==> config.mk <==
export PLATFORM = sky130hd
export DESIGN_NAME = prog_run_ctrl
export DESIGN_NICKNAME = d
export VERILOG_FILES = /design/src/rtl/prog_run_ctrl_pkg.sv /design/src/rtl/prog_run_ctrl_load_writer.sv /design/src/rtl/prog_run_ctrl.sv
export SDC_FILE = /design/constraint.sdc
export NUM_CORES = 1
export LEC_CHECK = 0
export CORE_MARGIN = 10
export CORE_UTILIZATION = 24
export CTS_BUF_LIST = sky130_fd_sc_hd__clkbuf_4
export DETAILED_ROUTE_END_ITERATION = 6
export PLACE_DENSITY = 0.58
export SLEW_MARGIN = 30
export SYNTH_ARGS = -nofsm -noshare
export SYNTH_HDL_FRONTEND = slang
export SYNTH_HIERARCHICAL = 1
export SYNTH_SLANG_ARGS = --single-unit
export TNS_END_PERCENT = 30
==> constraint.sdc <==
create_clock -name CLK -period 2.1 [get_ports CLK]
set_clock_uncertainty 0.05 [all_clocks]
set_input_delay 0.63 -clock CLK [delete_from_list [all_inputs] [get_ports CLK]]
set_output_delay 0.63 -clock CLK [all_outputs]
set_load 0.005 [all_outputs]
==> src/rtl/prog_run_ctrl_pkg.sv <==
// Shared widths and run-state encoding for the program loader / run supervisor.
package prog_run_ctrl_pkg;

    localparam int unsigned INSTR_W = 9;
    localparam int unsigned PC_W    = 10;
    localparam int unsigned DATA_W  = 8;
    localparam int unsigned CYCLE_W = 16;

    typedef enum logic [2:0] {
        StIdle,
        StLoad,
        StStart,
        StRun,
        StDone,
        StTimeout
    } run_state_t;

endpackage

==> src/rtl/prog_run_ctrl_load_writer.sv <==
// Registers each accepted load word and turns it into a one-cycle instruction or
// data memory write strobe; data words addressed beyond the data memory are dropped.
module prog_run_ctrl_load_writer
    import prog_run_ctrl_pkg::*;
#(
    parameter int unsigned IW = INSTR_W,
    parameter int unsigned IA = PC_W,
    parameter int unsigned DW = DATA_W
) (
    input  logic          CLK,
    input  logic          reset,
    input  logic          i_valid,
    input  logic          i_ready,
    input  logic          i_is_data,
    input  logic [IA-1:0] i_addr,
    input  logic [IW-1:0] i_data,
    output logic          o_im_we,
    output logic [IA-1:0] o_im_addr,
    output logic [IW-1:0] o_im_wdata,
    output logic          o_dm_we,
    output logic [DW-1:0] o_dm_addr,
    output logic [DW-1:0] o_dm_wdata,
    output logic          o_addr_err
);

    if (IA <= DW || IW < DW) begin : g_bad_widths
        $error("load_writer: need IA > DW and IW >= DW");
    end

    logic          w_hs;
    logic          w_addr_ok;
    logic          r_im_we;
    logic [IA-1:0] r_im_addr;
    logic [IW-1:0] r_im_wdata;
    logic          r_dm_we;
    logic [DW-1:0] r_dm_addr;
    logic [DW-1:0] r_dm_wdata;
    logic          r_addr_err;

    assign w_hs      = i_valid && i_ready;
    assign w_addr_ok = (i_addr[IA-1:DW] == '0);

    always_ff @(posedge CLK) begin
        if (reset) begin
            r_im_we    <= 1'b0;
            r_im_addr  <= '0;
            r_im_wdata <= '0;
            r_dm_we    <= 1'b0;
            r_dm_addr  <= '0;
            r_dm_wdata <= '0;
            r_addr_err <= 1'b0;
        end else begin
            r_im_we <= w_hs && !i_is_data;
            r_dm_we <= w_hs && i_is_data && w_addr_ok;
            if (w_hs && !i_is_data) begin
                r_im_addr  <= i_addr;
                r_im_wdata <= i_data;
            end
            if (w_hs && i_is_data && w_addr_ok) begin
                r_dm_addr  <= i_addr[DW-1:0];
                r_dm_wdata <= i_data[DW-1:0];
            end
            if (w_hs && i_is_data && !w_addr_ok) begin
                r_addr_err <= 1'b1;
            end
        end
    end

    assign o_im_we    = r_im_we;
    assign o_im_addr  = r_im_addr;
    assign o_im_wdata = r_im_wdata;
    assign o_dm_we    = r_dm_we;
    assign o_dm_addr  = r_dm_addr;
    assign o_dm_wdata = r_dm_wdata;
    assign o_addr_err = r_addr_err;

endmodule

==> src/rtl/prog_run_ctrl.sv <==
// Loads the program/data image, pulses the core's start, then counts run cycles
// until the core halts or the watchdog limit is reached.
module prog_run_ctrl
    import prog_run_ctrl_pkg::*;
#(
    parameter int unsigned START_CYCLES = 2,
    parameter int unsigned MAX_CYCLES   = 16'hFFFF,
    parameter int unsigned IW           = INSTR_W,
    parameter int unsigned IA           = PC_W,
    parameter int unsigned DW           = DATA_W
) (
    input  logic               CLK,
    input  logic               reset,
    input  logic               ld_valid,
    output logic               ld_ready,
    input  logic               ld_is_data,
    input  logic               ld_last,
    input  logic [IA-1:0]      ld_addr,
    input  logic [IW-1:0]      ld_data,
    output logic               im_we,
    output logic [IA-1:0]      im_addr,
    output logic [IW-1:0]      im_wdata,
    output logic               dm_we,
    output logic [DW-1:0]      dm_addr,
    output logic [DW-1:0]      dm_wdata,
    output logic               dut_start,
    input  logic               dut_halt,
    output logic               busy,
    output logic               done,
    output logic               timeout,
    output logic               addr_err,
    output logic [CYCLE_W-1:0] cycles
);

    if (MAX_CYCLES < 1 || MAX_CYCLES > 16'hFFFF) begin : g_bad_max
        $error("prog_run_ctrl: MAX_CYCLES must be in 1..16'hFFFF");
    end
    if (START_CYCLES < 1) begin : g_bad_start
        $error("prog_run_ctrl: START_CYCLES must be at least 1");
    end

    localparam int unsigned SCW = (START_CYCLES > 1) ? $clog2(START_CYCLES) : 1;
    localparam logic [SCW-1:0]     START_LAST = SCW'(START_CYCLES - 1);
    localparam logic [CYCLE_W-1:0] CYC_LIMIT  = CYCLE_W'(MAX_CYCLES - 1);

    run_state_t         r_state;
    logic [SCW-1:0]     r_start_cnt;
    logic [CYCLE_W-1:0] r_cycles;
    logic               r_dut_start;
    logic               r_done;
    logic               r_timeout;
    logic               w_ld_ready;
    logic               w_hs;

    assign w_ld_ready = (r_state == StIdle) || (r_state == StLoad);
    assign w_hs       = ld_valid && w_ld_ready;

    prog_run_ctrl_load_writer #(
        .IW (IW),
        .IA (IA),
        .DW (DW)
    ) u_load_writer (
        .CLK        (CLK),
        .reset      (reset),
        .i_valid    (ld_valid),
        .i_ready    (w_ld_ready),
        .i_is_data  (ld_is_data),
        .i_addr     (ld_addr),
        .i_data     (ld_data),
        .o_im_we    (im_we),
        .o_im_addr  (im_addr),
        .o_im_wdata (im_wdata),
        .o_dm_we    (dm_we),
        .o_dm_addr  (dm_addr),
        .o_dm_wdata (dm_wdata),
        .o_addr_err (addr_err)
    );

    always_ff @(posedge CLK) begin
        if (reset) begin
            r_state     <= StIdle;
            r_start_cnt <= '0;
            r_cycles    <= '0;
            r_dut_start <= 1'b0;
            r_done      <= 1'b0;
            r_timeout   <= 1'b0;
        end else begin
            case (r_state)
                StIdle, StLoad: begin
                    if (w_hs) begin
                        if (ld_last) begin
                            r_state     <= StStart;
                            r_dut_start <= 1'b1;
                            r_start_cnt <= '0;
                        end else begin
                            r_state <= StLoad;
                        end
                    end
                end
                // Halt is ignored here: the core may still show a stale halt.
                StStart: begin
                    if (r_start_cnt == START_LAST) begin
                        r_state     <= StRun;
                        r_dut_start <= 1'b0;
                    end else begin
                        r_start_cnt <= r_start_cnt + 1'b1;
                    end
                end
                StRun: begin
                    if (dut_halt) begin
                        r_state <= StDone;
                        r_done  <= 1'b1;
                    end else begin
                        r_cycles <= r_cycles + 1'b1;
                        if (r_cycles == CYC_LIMIT) begin
                            r_state   <= StTimeout;
                            r_timeout <= 1'b1;
                        end
                    end
                end
                StDone, StTimeout: begin
                end
                default: r_state <= StIdle;
            endcase
        end
    end

    assign ld_ready  = w_ld_ready;
    assign busy      = (r_state == StLoad) || (r_state == StStart) || (r_state == StRun);
    assign dut_start = r_dut_start;
    assign done      = r_done;
    assign timeout   = r_timeout;
    assign cycles    = r_cycles;

endmodule

==> flow_metrics.py, run 1 <==
metrics = {
    "status": {
        "status": "completed",
    },
    "placement": {
        "dpl-instance-area_um2": 3767,
        "portBuffers": 83,
        "dp_hpwl_mm": 5.336,
        "routabilityCongestion": 0.7892,
    },
    "logic_synthesis": {
        "synth_edf_count": 0,
        "syn_inst": 292,
        "yosysWarnings": 6,
        "yosys.area.top_type": "dfxtp_1",
        "synth_top_cell_area_share": 0.4582,
        "synth_area_um2": 2665,
        "ys_seq_area_frac": 0.4582,
        "syn-mean-instance-area_um2": 9.127,
        "ys_dominant_reg_cell": "dfxtp_1",
        "synthTopCellsByArea": "dfxtp_1, nand2b_1, mux2i_1, nand2_1, a21oi_1",
        "synth-seq-cells": 61,
        "synth.distinct_cells": 47,
        "async_reset_ff_frac": 0,
        "synth_nets": 319,
    },
    "cells_and_area": {
        "design_area_um2": 3934,
        "layout.nets": 415,
        "mostFrequentLayoutCells": "clkdlybuf4s50_1, dfxtp_1, nand2_1",
        "fillers": 1120,
        "multi_input_area_um2": 1341,
        "drive_gt1_frac": 0.1603,
        "area_delta_synth_final_pct": 47.61,
        "n_antenna_cell": 0,
        "final_common_cell": "clkdlybuf4s50_1",
        "seqCellArea_um2": 1246,
    },
    "setup_path": {
        "cp_max_fo": 4,
        "worst-setup-path-type": "flop to output port",
        "critPathTopFamily": "buffers and inverters",
        "required_ns": 1.42,
        "worstPathArrival_ns": 1.31,
        "slowest_stage": "clkdlybuf4s50_1",
        "cpPeakStageDelay_ns": 0.53,
        "critPathLaunchType": "flop",
        "critical_path.cell_chain": "clkdlybuf4s50_1",
        "end_kind": "output port",
        "crit_buf_inv": 1,
    },
    "clock_tree": {
        "clkLatencyLatePin_ns": 0.38,
        "cts_setup_buffers": 0,
        "htreeDepth": 3,
        "cts_buffers": 9,
        "root_buffer": "clkbuf_4",
        "cts.clk_slew.worst_paths_ns": 0.10,
        "clock_path_buffers": 2,
        "cts.sinks": 61,
        "cts_tree": "done",
    },
    "floorplan": {
        "initial_core_util": 0.2458,
        "core-area_um2": 10840,
        "io_pins": 84,
        "die_y_um": 125.4,
        "die_w_um": 125.4,
        "num_rows": 38,
        "die_area_um2": 15720,
    },
    "sta": {
        "period_share": 0.9483,
        "relSlewSlack": 0.7849,
        "drv_slew": 0,
        "rsz0062_at_grt": "no",
        "period_minus_slack_ns": 1.991,
        "finalHoldViolCount": 0,
        "worstMarginPinSlew_ns": 0.3197,
        "finalSetupViolCount": 0,
        "max_freq_ghz": 0.5021,
    },
    "routing": {
        "wl_per_cell_um": 13.47,
        "drc": 0,
        "vias": 2348,
        "viasPerCell": 4.405,
        "initialDrtViolationCount": 119,
        "ant_nets": 0,
        "wl_mm": 7.180,
        "dr.pass1.iters": 5,
    },
    "global_routing": {
        "grt_usage": 0.08962,
        "grt_pass1_vias": 2307,
        "grt_pass1_wl_mm": 11.77,
        "grt-ovfl-total": 0,
        "grt_max_degree": 55,
        "antenna_found_initial": 0,
    },
    "power": {
        "powerDensity_nw_per_um2": 582.7,
        "p_total_uw": 2292,
        "vdd_drop_max_mv": 0.3032,
        "leakage_uw": 0.001443,
    },
    "hold_path": {
        "min_path_type": "flop to flop",
    },
    "run": {
        "maxCapViolations": 0,
    },
}
worst register-to-register path: cells and delay by family (launching register included):
kind | cells | cell delay (ns)
buffers and inverters | 2 | 0.36
flip-flops | 1 | 0.40
multiplexers | 1 | 0.30
AND/OR/NAND/NOR | 3 | 0.54
power breakdown:
group	total [µW]	internal [µW]	leakage (µW)	switching (µW)
sequential	1200	1190	0.000502	18.7
combinational	284	162	0.000866	122
clock	805	383	0.0000743	422
cell type report:
cell class / count / area share
Timing Repair Buffer: 102 / 0.2589
Clock buffer: 11 / 0.02099
Clock inverter: 5 / 0.01304
Multi-Input combinational cell: 209 / 0.3410
Inverter: 5 / 0.004771
Sequential cell: 61 / 0.3168
Tap cell: 140 / 0.04453
per-stage QoR:
stage	hold slack, ns	worst slack (ns)	TNS (ns)	instances	util
final	0.4114	0.1085	0	533	0.3629
after global routing	0.4360	0.009765	0	533	0.3629
after CTS	0.4140	-0.03340	-0.03340	533	0.3610
after detailed placement	0.3975	-0.2542	-1.657	517	0.3475
after global placement	0.3916	-0.2255	-1.409	517	0.3475
after floorplan	0.3921	0.1753	0	292	-
logic make-up (layout without fill, tap and decap cells):
kind of cell,after synthesis,in the layout,share of synthesized area
buffers and inverters,22,123,0.04131
AO/OA/AOI/OAI,39,39,0.08639
flip-flops,61,61,0.4582
XOR/XNOR,9,9,0.02958
AND/OR/NAND/NOR,140,140,0.3014
multiplexers,19,19,0.07371
adder cells (fa/ha/maj),2,2,0.009388
synthesized netlist by cell type, types with 2 or more instances:
| library cell | n |
|---|---|
| nand2b_1 | 34 |
| nor2b_1 | 2 |
| nand3_1 | 4 |
| dfxtp_1 | 61 |
| nand3_2 | 2 |
| mux2i_1 | 17 |
| buf_2 | 3 |
| nor4_1 | 3 |
| nor4_4 | 2 |
| inv_1 | 5 |
| and3_1 | 2 |
| a21oi_1 | 28 |
| nand4_1 | 6 |
| xnor2_1 | 5 |
| nor2_1 | 23 |
| a31o_2 | 2 |
| nor3_1 | 3 |
| nand2_1 | 45 |
| clkbuf_1 | 10 |
| buf_4 | 2 |
| ha_1 | 2 |
| nand3b_1 | 2 |
| xor2_1 | 4 |
| and2b_1 | 2 |
metal layers:
metal | GRT usage | up-vias | part of all wire
met5 | 0 | - | 0
met4 | 0.02033 | 0 | 0.0091
met3 | 0.04309 | 7 | 0.065
met2 | 0.1469 | 63 | 0.47
met1 | 0.1033 | 1107 | 0.45
li1 | - | 1171 | -
path summary, 6_finish.rpt:
path,slack (ns),to,startpoint,depth (start not counted)
worst max-delay path,0.11,cycles[9],cycles[9]$_SDFFE_PP0P_,1
worst min-delay path,0.41,u_load_writer/o_im_addr[0]$_SDFFE_PP0P_,u_load_writer/o_im_addr[0]$_SDFFE_PP0P_,2
worst max register to register,0.35,cycles[12]$_SDFFE_PP0P_,r_state[1]$_SDFFE_PP0P_,6
worst min register to register,0.41,u_load_writer/o_im_addr[0]$_SDFFE_PP0P_,u_load_writer/o_im_addr[0]$_SDFFE_PP0P_,2
state kept, by name, indices dropped and copies added, names as in the netlist:
signal,count
u_load_writer/o_dm_we,1
dut_start,1
u_load_writer/o_im_we,1
u_load_writer/o_im_addr,10
u_load_writer/o_addr_err,1
done,1
u_load_writer/o_dm_addr,8
u_load_writer/o_im_wdata,9
timeout,1
r_state,3
cycles,16
r_start_cnt,1
u_load_writer/o_dm_wdata,8
timing repair:
| item | in CTS | in global routing |
|---|---|---|
| endpoints found under the setup margin | 8 | 10 |
| hold buffers | 0 | 0 |
| pin swaps | 0 | 0 |
| cloned | 0 | 0 |
| endpoints found under the hold margin | 0 | 0 |
| resized for setup | 10 | 11 |
Power figures use the tool's default switching activity.
==> run 2, diff against run 1 <==
clock period = 1.9 ns   (was 2.1 ns; I/O delays follow)
==> flow_metrics.py, run 2 (synthesis gave the netlist of run 1 again) <==
metrics = {
    "routing": {
        "wl_mm": 7.398,
        "initialDrtViolationCount": 94,
        "ant_nets": 0,
        "vias": 2370,
        "drc": 0,
        "dr.pass1.iters": 4,
        "wl_per_cell_um": 13.65,
        "viasPerCell": 4.373,
    },
    "setup_path": {
        "critPathTopFamily": "simple AND/OR/NAND/NOR gates",
        "required_ns": 2.12,
        "crit_buf_inv": 2,
        "critPathLaunchType": "input pin",
        "end_kind": "flop",
        "slowest_stage": "clkdlybuf4s50_1",
        "cpPeakStageDelay_ns": 0.43,
        "critical_path.cell_chain": "clkdlybuf4s50_1 -> nand4bb_4 -> nor4_4 -> buf_4 -> nand3_2 -> mux2_4",
        "crit_cells": 6,
        "worstPathArrival_ns": 2.12,
        "cp_max_fo": 3,
        "worst-setup-path-type": "input pin to flop",
        "rr_worst_depth": 6,
    },
    "sta": {
        "period_minus_slack_ns": 1.895,
        "tns_ns": 0,
        "setup_ws_ns": 0.005492,
        "finalSetupViolCount": 0,
        "relSlewSlack": 0.7476,
        "drv_slew": 0,
        "max_freq_ghz": 0.5278,
        "period_share": 0.9971,
        "worstMarginPinSlew_ns": 0.3757,
        "finalHoldViolCount": 0,
    },
    "cells_and_area": {
        "final_common_cell": "nand2_1",
        "drive_gt1_frac": 0.2388,
        "area_delta_synth_final_pct": 51.55,
        "fin_util": 0.3726,
        "design_area_um2": 4039,
        "layout.nets": 426,
        "mostFrequentLayoutCells": "nand2_1, dlygate4sd2_1, nand2b_1",
        "largest_reg_flops": 16,
        "n_antenna_cell": 0,
        "fillers": 1143,
    },
    "power": {
        "p_int_uw": 1853,
        "leakage_uw": 0.002019,
        "clockPowerShare": 0.343,
        "p_sw_frac": 0.2517,
        "power.switching_uw": 623.3,
        "vdd_drop_max_mv": 0.2511,
        "powerDensity_nw_per_um2": 613.1,
        "p_seq_frac": 0.536,
        "pwr-share-comb": 0.122,
    },
    "placement": {
        "dp_hpwl_mm": 5.432,
        "dpl-instance-area_um2": 3782,
        "routabilityCongestion": 0.7337,
        "portBuffers": 83,
        "pre_cts_ws_ns": -0.3975,
    },
    "clock_tree": {
        "root_buffer": "clkbuf_4",
        "clkLatencyLatePin_ns": 0.39,
        "htreeDepth": 3,
        "cts_buffers": 9,
        "hold_buffers": 0,
        "cts.sinks": 61,
        "cts_tree": "done",
        "clock_path_buffers": 2,
        "cts.clk_slew.worst_paths_ns": 0.10,
    },
    "global_routing": {
        "grt-ovfl-total": 0,
        "grt_pass1_vias": 2288,
        "antenna_found_initial": 0,
        "met1_usage": 0.1104,
        "grt_usage": 0.09230,
        "grt_pass1_wl_mm": 11.99,
        "grt_max_degree": 52,
        "busiest_layer": "met2",
        "use_met2": 0.1466,
        "grt_use_met3": 0.04140,
    },
    "floorplan": {
        "die_area_um2": 15720,
        "core-area_um2": 10840,
        "die_y_um": 125.4,
        "die_w_um": 125.4,
        "num_rows": 38,
        "io_pins": 84,
        "initial_core_util": 0.2458,
    },
    "status": {
        "status": "completed",
    },
    "hold_path": {
        "min_path_type": "flop to flop",
        "min_path_cells": 2,
    },
    "run": {
        "maxCapViolations": 0,
    },
}
[run 2: cell count changes in the layout (fill, tap and decap cells not counted), sizes merged]
cell	delta
dlymetal6s2s	+20
clkdlybuf4s15	+1
clkbuf	-1
clkinvlp	+1
clkinv	-1
dlygate4sd2	+34
clkdlybuf4s50	-56
buf	+11
[run 2: layout make-up]
| type | instances | area, µm² | share of cell area |
|---|---|---|---|
| Multi-Input combinational cell | 209 | 1334 | 0.3302 |
| Sequential cell | 61 | 1286 | 0.3185 |
| Timing Repair Buffer | 113 | 1104 | 0.2732 |
| Tap cell | 140 | 175.2 | 0.04337 |
| Clock buffer | 9 | 67.56 | 0.01673 |
| Clock inverter | 5 | 53.80 | 0.01332 |
| Inverter | 5 | 18.77 | 0.004647 |
[run 2: final timing paths]
kind	slack, ns	to	start
hold reg to reg	0.41	u_load_writer/o_im_wdata[3]$_SDFFE_PP0P_	u_load_writer/o_im_wdata[3]$_SDFFE_PP0P_
hold / removal	0.41	u_load_writer/o_im_wdata[3]$_SDFFE_PP0P_	u_load_writer/o_im_wdata[3]$_SDFFE_PP0P_
setup reg to reg	0.18	cycles[12]$_SDFFE_PP0P_	r_state[2]$_SDFFE_PP0P_
setup / recovery	0.005	cycles[12]$_SDFFE_PP0P_	dut_halt
[run 2: worst min-delay path: cells and delay by family (launching register included)]
family | cells | cell delay [ns]
compound gates | 1 | 0.05
flops | 1 | 0.32
simple gates | 1 | 0.05
[run 2: layer usage]
metal / vias to the layer above / wire (µm)
li1: 1198 / -
met3: 6 / 306
met2: 54 / 3530
met4: 0 / 53
met1: 1112 / 3506
met5: - / 0
[run 2: power groups by stage]
stage	clock [µW]	combinational, µW	sequential, µW
finish	848	301	1330
CTS	903	312	1330
floorplan	0	135	1370
detailed placement	0	326	1370
global route	966	335	1330
global placement	0	322	1370
[run 2: what timing repair did]
action,4_1_cts,5_1_grt
gates resized for setup,78,28
endpoints found under the setup margin,48,23
buffers inserted,7,2
pin swaps,0,0
[run 2: per-stage QoR]
stage / total power (µW) / std cells / hold WS [ns]
final: 2476 / 542 / 0.4068
after global routing: 2634 / 542 / 0.4301
after global placement: 1688 / 519 / 0.3924
after detailed placement: 1692 / 519 / 0.3965
after floorplan: 1501 / 292 / 0.3921
after CTS: 2542 / 540 / 0.4096
==> run 3, diff against run 2 <==
CORE_MARGIN = not set   (was 10)
==> flow_metrics.py, run 3 (synthesis gave the netlist of run 1 again) <==
metrics = {
    "cells_and_area": {
        "final_cell_count_no_fill": 550,
        "multi_input_area_um2": 1344,
        "mostFrequentLayoutCells": "nand2_1, dfxtp_2, nand2b_1",
        "layout.nets": 432,
        "drive_gt1_frac": 0.3000,
        "seqCellArea_um2": 1311,
        "fin_util": 0.3860,
        "largest_reg_flops": 16,
        "final_common_cell": "nand2_1",
        "area_delta_synth_final_pct": 57.00,
        "fillers": 1127,
        "n_antenna_cell": 0,
    },
    "clock_tree": {
        "hold_buffers": 0,
        "cts_buffers": 9,
        "htreeDepth": 3,
        "cts.clk_slew.worst_paths_ns": 0.12,
        "cts_tree": "done",
        "clkLatencyLatePin_ns": 0.39,
        "cts.sinks": 61,
        "root_buffer": "clkbuf_4",
        "clock_path_buffers": 2,
    },
    "sta": {
        "rsz0062_at_grt": "no",
        "period_share": 0.9701,
        "worstMarginPinSlew_ns": 0.3378,
        "max_freq_ghz": 0.5425,
        "relSlewSlack": 0.7731,
        "drv_slew": 0,
        "finalHoldViolCount": 0,
        "period_minus_slack_ns": 1.843,
        "finalSetupViolCount": 0,
    },
    "run": {
        "maxCapViolations": 0,
    },
    "setup_path": {
        "critPathLaunchType": "input pin",
        "required_ns": 2.14,
        "worstPathArrival_ns": 2.09,
        "rrSetupSlack_ns": 0.19,
        "worst-setup-path-type": "input pin to flop",
        "end_kind": "flop",
        "cp_max_fo": 3,
    },
    "routing": {
        "dr.pass1.iters": 4,
        "vias": 2372,
        "initialDrtViolationCount": 29,
        "wl_per_cell_um": 12.16,
        "drc": 0,
        "ant_nets": 0,
        "viasPerCell": 4.313,
        "wl_mm": 6.689,
    },
    "power": {
        "powerDensity_nw_per_um2": 609.0,
        "leakage_uw": 0.002160,
        "p_total_uw": 2548,
        "vdd_drop_max_mv": 0.2670,
    },
    "global_routing": {
        "grt-ovfl-total": 0,
        "grt_pass1_vias": 2286,
        "grt_usage": 0.1212,
        "antenna_found_initial": 0,
        "grt_max_degree": 54,
        "grt_pass1_wl_mm": 10.98,
    },
    "placement": {
        "portBuffers": 83,
        "dp_cells": 522,
        "dp_hpwl_mm": 4.550,
        "routabilityCongestion": 0.7071,
    },
    "floorplan": {
        "die_area_um2": 11530,
        "num_rows": 38,
        "die_w_um": 107.4,
        "initial_core_util": 0.2458,
        "io_pins": 84,
        "core-area_um2": 10840,
        "die_y_um": 107.4,
    },
    "status": {
        "status": "completed",
    },
    "hold_path": {
        "min_path_type": "flop to flop",
    },
}
[run 3: power breakdown]
part	total [µW]	switching (µW)	internal [µW]
registers	1330	19.0	1310
logic	316	136	180
clock network	906	493	414
total	2550	648	1900
[run 3: layout make-up]
class                           instances  share of cell area
Multi-Input combinational cell        209              0.3212
Sequential cell                        61              0.3134
Timing Repair Buffer                  119              0.2859
Tap cell                              140             0.04187
Clock buffer                           10             0.01794
Clock inverter                          6             0.01525
Inverter                                5            0.004486
[run 3: repair_timing]
| item | in CTS | in global routing |
|---|---|---|
| pin swaps | 0 | 1 |
| setup endpoints to repair | 40 | 41 |
| resized for setup | 70 | 47 |
| gates cloned | 0 | 0 |
| buffers inserted | 10 | 2 |
[run 3: through the flow]
| stage | worst slack [ns] | hold WS [ns] | cell area (µm²) | TNS, ns |
|---|---|---|---|---|
| floorplan | 0.03528 | 0.3921 | 2665 | 0 |
| global placement | -0.3914 | 0.3927 | 3805 | -3.758 |
| detailed placement | -0.4068 | 0.3975 | 3805 | -3.862 |
| CTS | 0.0001463 | 0.4125 | 4078 | 0 |
| global route | 0.001468 | 0.4212 | 4184 | 0 |
| finish | 0.05673 | 0.4054 | 4184 | 0 |
[run 3: path summary, 6_finish.rpt]
path / endpoint / depth (start not counted) / start
worst max-delay path: cycles[12]$_SDFFE_PP0P_ / 6 / dut_halt
worst min-delay path: u_load_writer/o_addr_err$_SDFFE_PP0P_ / 2 / u_load_writer/o_addr_err$_SDFFE_PP0P_
worst max register to register: cycles[12]$_SDFFE_PP0P_ / 6 / r_state[2]$_SDFFE_PP0P_
worst min register to register: u_load_writer/o_addr_err$_SDFFE_PP0P_ / 2 / u_load_writer/o_addr_err$_SDFFE_PP0P_
[run 3: per-layer routing]
metal  global-route usage  vias up  wire length (µm)
met5                    0        -                 0
met4              0.04403        0                91
met3              0.03390       12               376
met2               0.1922       59              3026
met1               0.1565     1090              3195
li1                     -     1211                 -
[run 3: worst max-delay path, cell delays in order]
cell             delay (ns)
clkdlybuf4s50_1        0.42
nand4bb_4              0.27
nor4_4                 0.31
buf_4                  0.16
nand3_2                0.08
mux2_4                 0.29
==> variant 1: new RTL, settings of run 1 <==
Compare `r_cycles` against `CYC_LIMIT` with >= in place of ==.
--- a/src/rtl/prog_run_ctrl.sv
+++ b/src/rtl/prog_run_ctrl.sv
@@ -112,7 +112,7 @@
                         r_done  <= 1'b1;
                     end else begin
                         r_cycles <= r_cycles + 1'b1;
-                        if (r_cycles == CYC_LIMIT) begin
+                        if (r_cycles >= CYC_LIMIT) begin
                             r_state   <= StTimeout;
                             r_timeout <= 1'b1;
                         end
Formal check against the unedited RTL: no difference found for any inputs over 10 cycles, from zero or initial values and one cycle with reset high; that may be too few to reach the edited logic, so the function may still have changed.
==> variant 1 against run 1 <==
  * Sequential cell count stayed put
  * Wire length is 5.9% higher
  * Cell area is 0.13% higher
  * Synthesized area stayed put
  * Worst setup slack worse by 0.030 ns
  * Combinational power is 12% higher
  * Via count is 1.3% higher
  * Sequential share of layout area hardly changed
  * Non-clock buffer count is 6 higher
  * Total power is 1.3% higher
  * Critical endpoint is now cycles[6]
==> variant 1: results (changes against run 1) <==
| Metric | Value |
|---|---|
| Fillers | `1123 (was 1120)` |
| Final RePlAce weighted congestion | `0.781 (was 0.789)` |
| Setup-failing EPs final | `0 (unchanged)` |
| M2 GR Usage | `0.154 (was 0.147)` |
| Pin count of the biggest net entering global routing | `46 (was 55)` |
| First-pass GRT wire length | `12.3 mm (was 11.8 mm)` |
| HP Class | `reg2reg (unchanged)` |
| Peak VDD IR | `0.000308 V (was 0.000303 V)` |
| Worst-skew pair later-pin latency | `0.43 ns (was 0.38 ns)` |
| Layout cell share with drive strength beyond 1 | `0.165 (was 0.160)` |
| Register area share after synthesis | `0.458 (unchanged)` |
| Max incr delay on CP | `0.52 ns` |
| Global Route met3 Usage | `0.0520 (was 0.0431)` |
| Share of synthesized flip-flops with an asynchronous set or reset | `0 (unchanged)` |
| Total GRT Usage | `0.0967 (was 0.0896)` |
| Status | `complete, no violations (unchanged)` |
| Antenna diode count | `0 (unchanged)` |
| Area contributors post-synth | `dfxtp_1 46%, nand2b_1 7.7%, a21oi_1 6.6% (was dfxtp_1 46%, nand2b_1 8.0%, mux2i_1 6.4%)` |
| Crit-path max FO | `5 (was 4)` |
| Worst-margin pin slew | `0.336 ns (was 0.320 ns)` |
| Critical Path AT | `1.34 ns (was 1.31 ns)` |
| Drt via density | `4.41 (about the same)` |
| Leak | `1.35 nW (was 1.44 nW)` |
| Max FFs per register | `16 (unchanged)` |
| Max stage delay cell, worst path | `clkdlybuf4s50_1 (unchanged)` |
| Leading cell types by count after synthesis | `61 x dfxtp_1, 44 x nand2_1, 35 x a21oi_1 (was 61 x dfxtp_1, 45 x nand2_1, 34 x nand2b_1)` |
| FF-to-FF Start | `r_state[2]$_SDFFE_PP0P_ (was r_state[1]$_SDFFE_PP0P_)` |
| Start point of the worst hold path | `done$_SDFFE_PP0P_ (was u_load_writer/o_im_addr[0]$_SDFFE_PP0P_)` |
| Syn nets | `324 (was 319)` |
| Met1 usage | `0.102 (was 0.103)` |
| Clock Tree Buf Depth | `2 (unchanged)` |
| CTS Buf Count | `9 (unchanged)` |
| Nets | `424 (was 415)` |
| Placed cell area | `3780 um^2 (was 3770 um^2)` |
| Distinct cells, synth | `47 (unchanged)` |
| Clock slew at reported path FFs | `0.10 ns (about the same)` |
| Htree depth | `3 (unchanged)` |
| CP Launch Point | `cycles[6]$_SDFFE_PP0P_ (was cycles[9]$_SDFFE_PP0P_)` |
| Dpl hpwl | `5.56 mm (was 5.34 mm)` |
| DR WL/cell | `14.1 um (was 13.5 um)` |
| Iter 0 DRT Violations | `149 (was 119)` |
| DR pass1 iterations | `4 (was 5)` |
-- variant 1: worst min-delay path: stages, from the launching register on --
cell and delay [ns]:
dfxtp_1 0.32, inv_1 0.04, a21oi_1 0.05
-- variant 1: final timing paths --
| path | to | slack, ns | depth (start not counted) |
|---|---|---|---|
| setup reg to reg | cycles[15]$_SDFFE_PP0P_ | 0.33 | 5 |
| setup / recovery | cycles[6] | 0.08 | 1 |
| hold / removal | done$_SDFFE_PP0P_ | 0.40 | 2 |
| hold reg to reg | done$_SDFFE_PP0P_ | 0.40 | 2 |
-- variant 1: through the flow --
stage | setup slack [ns] | hold WS, ns | cells
6_report | 0.0785 | 0.398 | 540
5_1_grt | 0.0000867 | 0.434 | 540
3_3_place_gp | -0.258 | 0.386 | 525
3_5_place_dp | -0.299 | 0.396 | 525
2_1_floorplan | 0.325 | 0.392 | 297
4_1_cts | 0.00308 | 0.409 | 540
-- variant 1: layout make-up --
cell class,count,area (um^2),share of cell area
flip-flops and latches,61,1250,0.317
well taps,140,175,0.0445
repair buffers,108,1060,0.269
inverters,5,18.8,0.00476
clock inverters,3,38.8,0.00985
clock buffers,11,82.6,0.0210
multi-input cells,212,1310,0.334
-- variant 1: what timing repair did --
action / CTS / global route
hold buffers: 0 / 0
gates resized for setup: 15 / 7
setup buffers: 1 / 0
endpoints found under the setup margin: 11 / 7
pin swaps: 1 / 0
-- variant 1: power breakdown --
group	leakage, nW	switching, W	total (W)	internal (W)
logic	0.778	0.000138	0.000318	0.000179
clock network	0.0702	0.000420	0.000792	0.000372
registers	0.503	0.0000227	0.00121	0.00119
total	1.35	0.000581	0.00232	0.00174
-- variant 1: cells by family after synthesis --
logic type | Yosys count | synth area share
DFF | 61 | 0.458
and+or+nand+nor | 138 | 0.293
AOI/OAI and AO/OA | 49 | 0.104
muxes | 16 | 0.0601
buffers and inverters | 24 | 0.0516
adders and majority gates | 2 | 0.00939
xor gates and xnor gates | 7 | 0.0230
-- variant 1: per-layer routing --
metal	wire (um)	vias to the layer above
met4	141	0
met3	633	12
met5	0	-
met1	3200	1099
met2	3630	57
li1	-	1211
==> variant 2: new RTL, config.mk and constraints of run 1 <==
Without the edit above. Change the package constant `INSTR_W` from 9 to 8.
--- a/src/rtl/prog_run_ctrl_pkg.sv
+++ b/src/rtl/prog_run_ctrl_pkg.sv
@@ -1,7 +1,7 @@
 // Shared widths and run-state encoding for the program loader / run supervisor.
 package prog_run_ctrl_pkg;
 
-    localparam int unsigned INSTR_W = 9;
+    localparam int unsigned INSTR_W = 8;
     localparam int unsigned PC_W    = 10;
     localparam int unsigned DATA_W  = 8;
     localparam int unsigned CYCLE_W = 16;
Interface: changed (resized im_wdata and ld_data); port bits go from 84 to 82. The function was not compared with the original's and may differ.
==> variant 2 against run 1 <==
  * Total power fell by 1.8%
  * Worst setup slack got worse by 0.018 ns
  * Highest routed layer unchanged
  * Sequential cell count fell by 1
  * Count of clock-buffer cells in the layout shrank 2
  * Wire length up 5.5%
  * Cell area down 1.6%
  * Synthesized area down 1.9%
  * Largest power group unchanged
  * Register-to-register slack improved by 0.02 ns
==> variant 2: results (changes against run 1) <==
| Metric | Value |
|---|---|
| Status | `complete, no violations (unchanged)` |
| Number of global-route vias before repair | `2367 (was 2307)` |
| Antenna diode count | `0 (unchanged)` |
| Leak | `1.43 nW (was 1.44 nW)` |
| Pin count of the biggest net entering global routing | `45 (was 55)` |
| Fillers | `1133 (was 1120)` |
| Crit-path max FO | `5 (was 4)` |
| Syn nets | `312 (was 319)` |
| Hold endpoint | `u_load_writer/o_im_addr[4]$_SDFFE_PP0P_ (was u_load_writer/o_im_addr[0]$_SDFFE_PP0P_)` |
| Design area | `3870 um^2 (was 3930 um^2)` |
| Drt total wl | `7.57 mm (was 7.18 mm)` |
| CP endpoint | `cycles[5] (was cycles[9])` |
| Post-Place Setup Slack | `-0.321 ns (was -0.254 ns)` |
| Area contributors post-synth | `dfxtp_1 46%, nand2b_1 8.1%, mux2i_1 6.5% (was dfxtp_1 46%, nand2b_1 8.0%, mux2i_1 6.4%)` |
| Fraction of area in multi-input gates | `0.342 (was 0.341)` |
| Critical Path AT | `1.33 ns (was 1.31 ns)` |
| Clk cell area share | `0.0323 (was 0.0340)` |
| Synthesized flop and latch total | `60 (was 61)` |
| Placed cell area | `3710 um^2 (was 3770 um^2)` |
| Worst-skew pair later-pin latency | `0.41 ns (was 0.38 ns)` |
| Max FFs per register | `16 (unchanged)` |
| R2r setup slk | `0.37 ns (was 0.35 ns)` |
| Dpl hpwl | `5.65 mm (was 5.34 mm)` |
| Total GRT Usage | `0.0972 (was 0.0896)` |
| Worst-margin pin slew | `0.384 ns (was 0.320 ns)` |
| Finished Layout Cells | `530 (was 533)` |
| Post-synthesis average cell area | `9.14 um^2 (was 9.13 um^2)` |
| Buffering overhead | `0.257 (was 0.259)` |
| Register area share after synthesis | `0.459 (was 0.458)` |
| First-pass GRT wire length | `12.4 mm (was 11.8 mm)` |
| CTS resizes | `16 (was 10)` |
| CP Launch Point | `cycles[5]$_SDFFE_PP0P_ (was cycles[9]$_SDFFE_PP0P_)` |
| Post-Place Cells | `514 (was 517)` |
| Final RePlAce weighted congestion | `0.785 (was 0.789)` |
| DR pass1 iterations | `4 (was 5)` |
| Fin Hold WS | `0.411 ns (about the same)` |
| IO Port Bufs | `81 (was 83)` |
| Vias | `2319 (was 2348)` |
| Nets | `411 (was 415)` |
| Fmax | `0.498 GHz (was 0.502 GHz)` |
| Layout cell share with drive strength beyond 1 | `0.174 (was 0.160)` |
| Non-clock buffer count | `103 (was 102)` |
| Iter 0 DRT Violations | `88 (was 119)` |
| Start point of the worst hold path | `u_load_writer/o_im_addr[4]$_SDFFE_PP0P_ (was u_load_writer/o_im_addr[0]$_SDFFE_PP0P_)` |
| #MultiIn Comb | `206 (was 209)` |
| Hold depth | `2 (unchanged)` |
==> variant 2: cell count changes in the layout (fill, tap and decap cells not counted), moves of 2 or more <==
cell             delta
nand2_1             -2
clkinv_1            +3
dfxtp_2             +6
buf_4               +5
dfxtp_1             -7
buf_12              -2
clkbuf_4            -2
clkdlybuf4s50_1     -3
==> variant 2: logic make-up after synthesis <==
| logic type | synth area share |
|---|---|
| flops | 0.459 |
| xor+xnor | 0.0301 |
| simple gates | 0.304 |
| mux | 0.0751 |
| buf+inv | 0.0359 |
| fa+ha+maj | 0.00957 |
| compound gates | 0.0861 |
==> variant 2: metal layers <==
metal	wire (um)	global-route usage	up-vias
met2	3350	0.151	69
li1	-	-	1165
met3	591	0.0506	11
met5	0	0	-
met4	112	0.0370	0
met1	3520	0.110	1074
==> variant 2: power breakdown <==
group	total [W]	internal, W	switching [W]
sequential	0.00118	0.00117	0.0000193
combinational	0.000278	0.000156	0.000122
clock	0.000787	0.000345	0.000442
total	0.00225	0.00167	0.000583
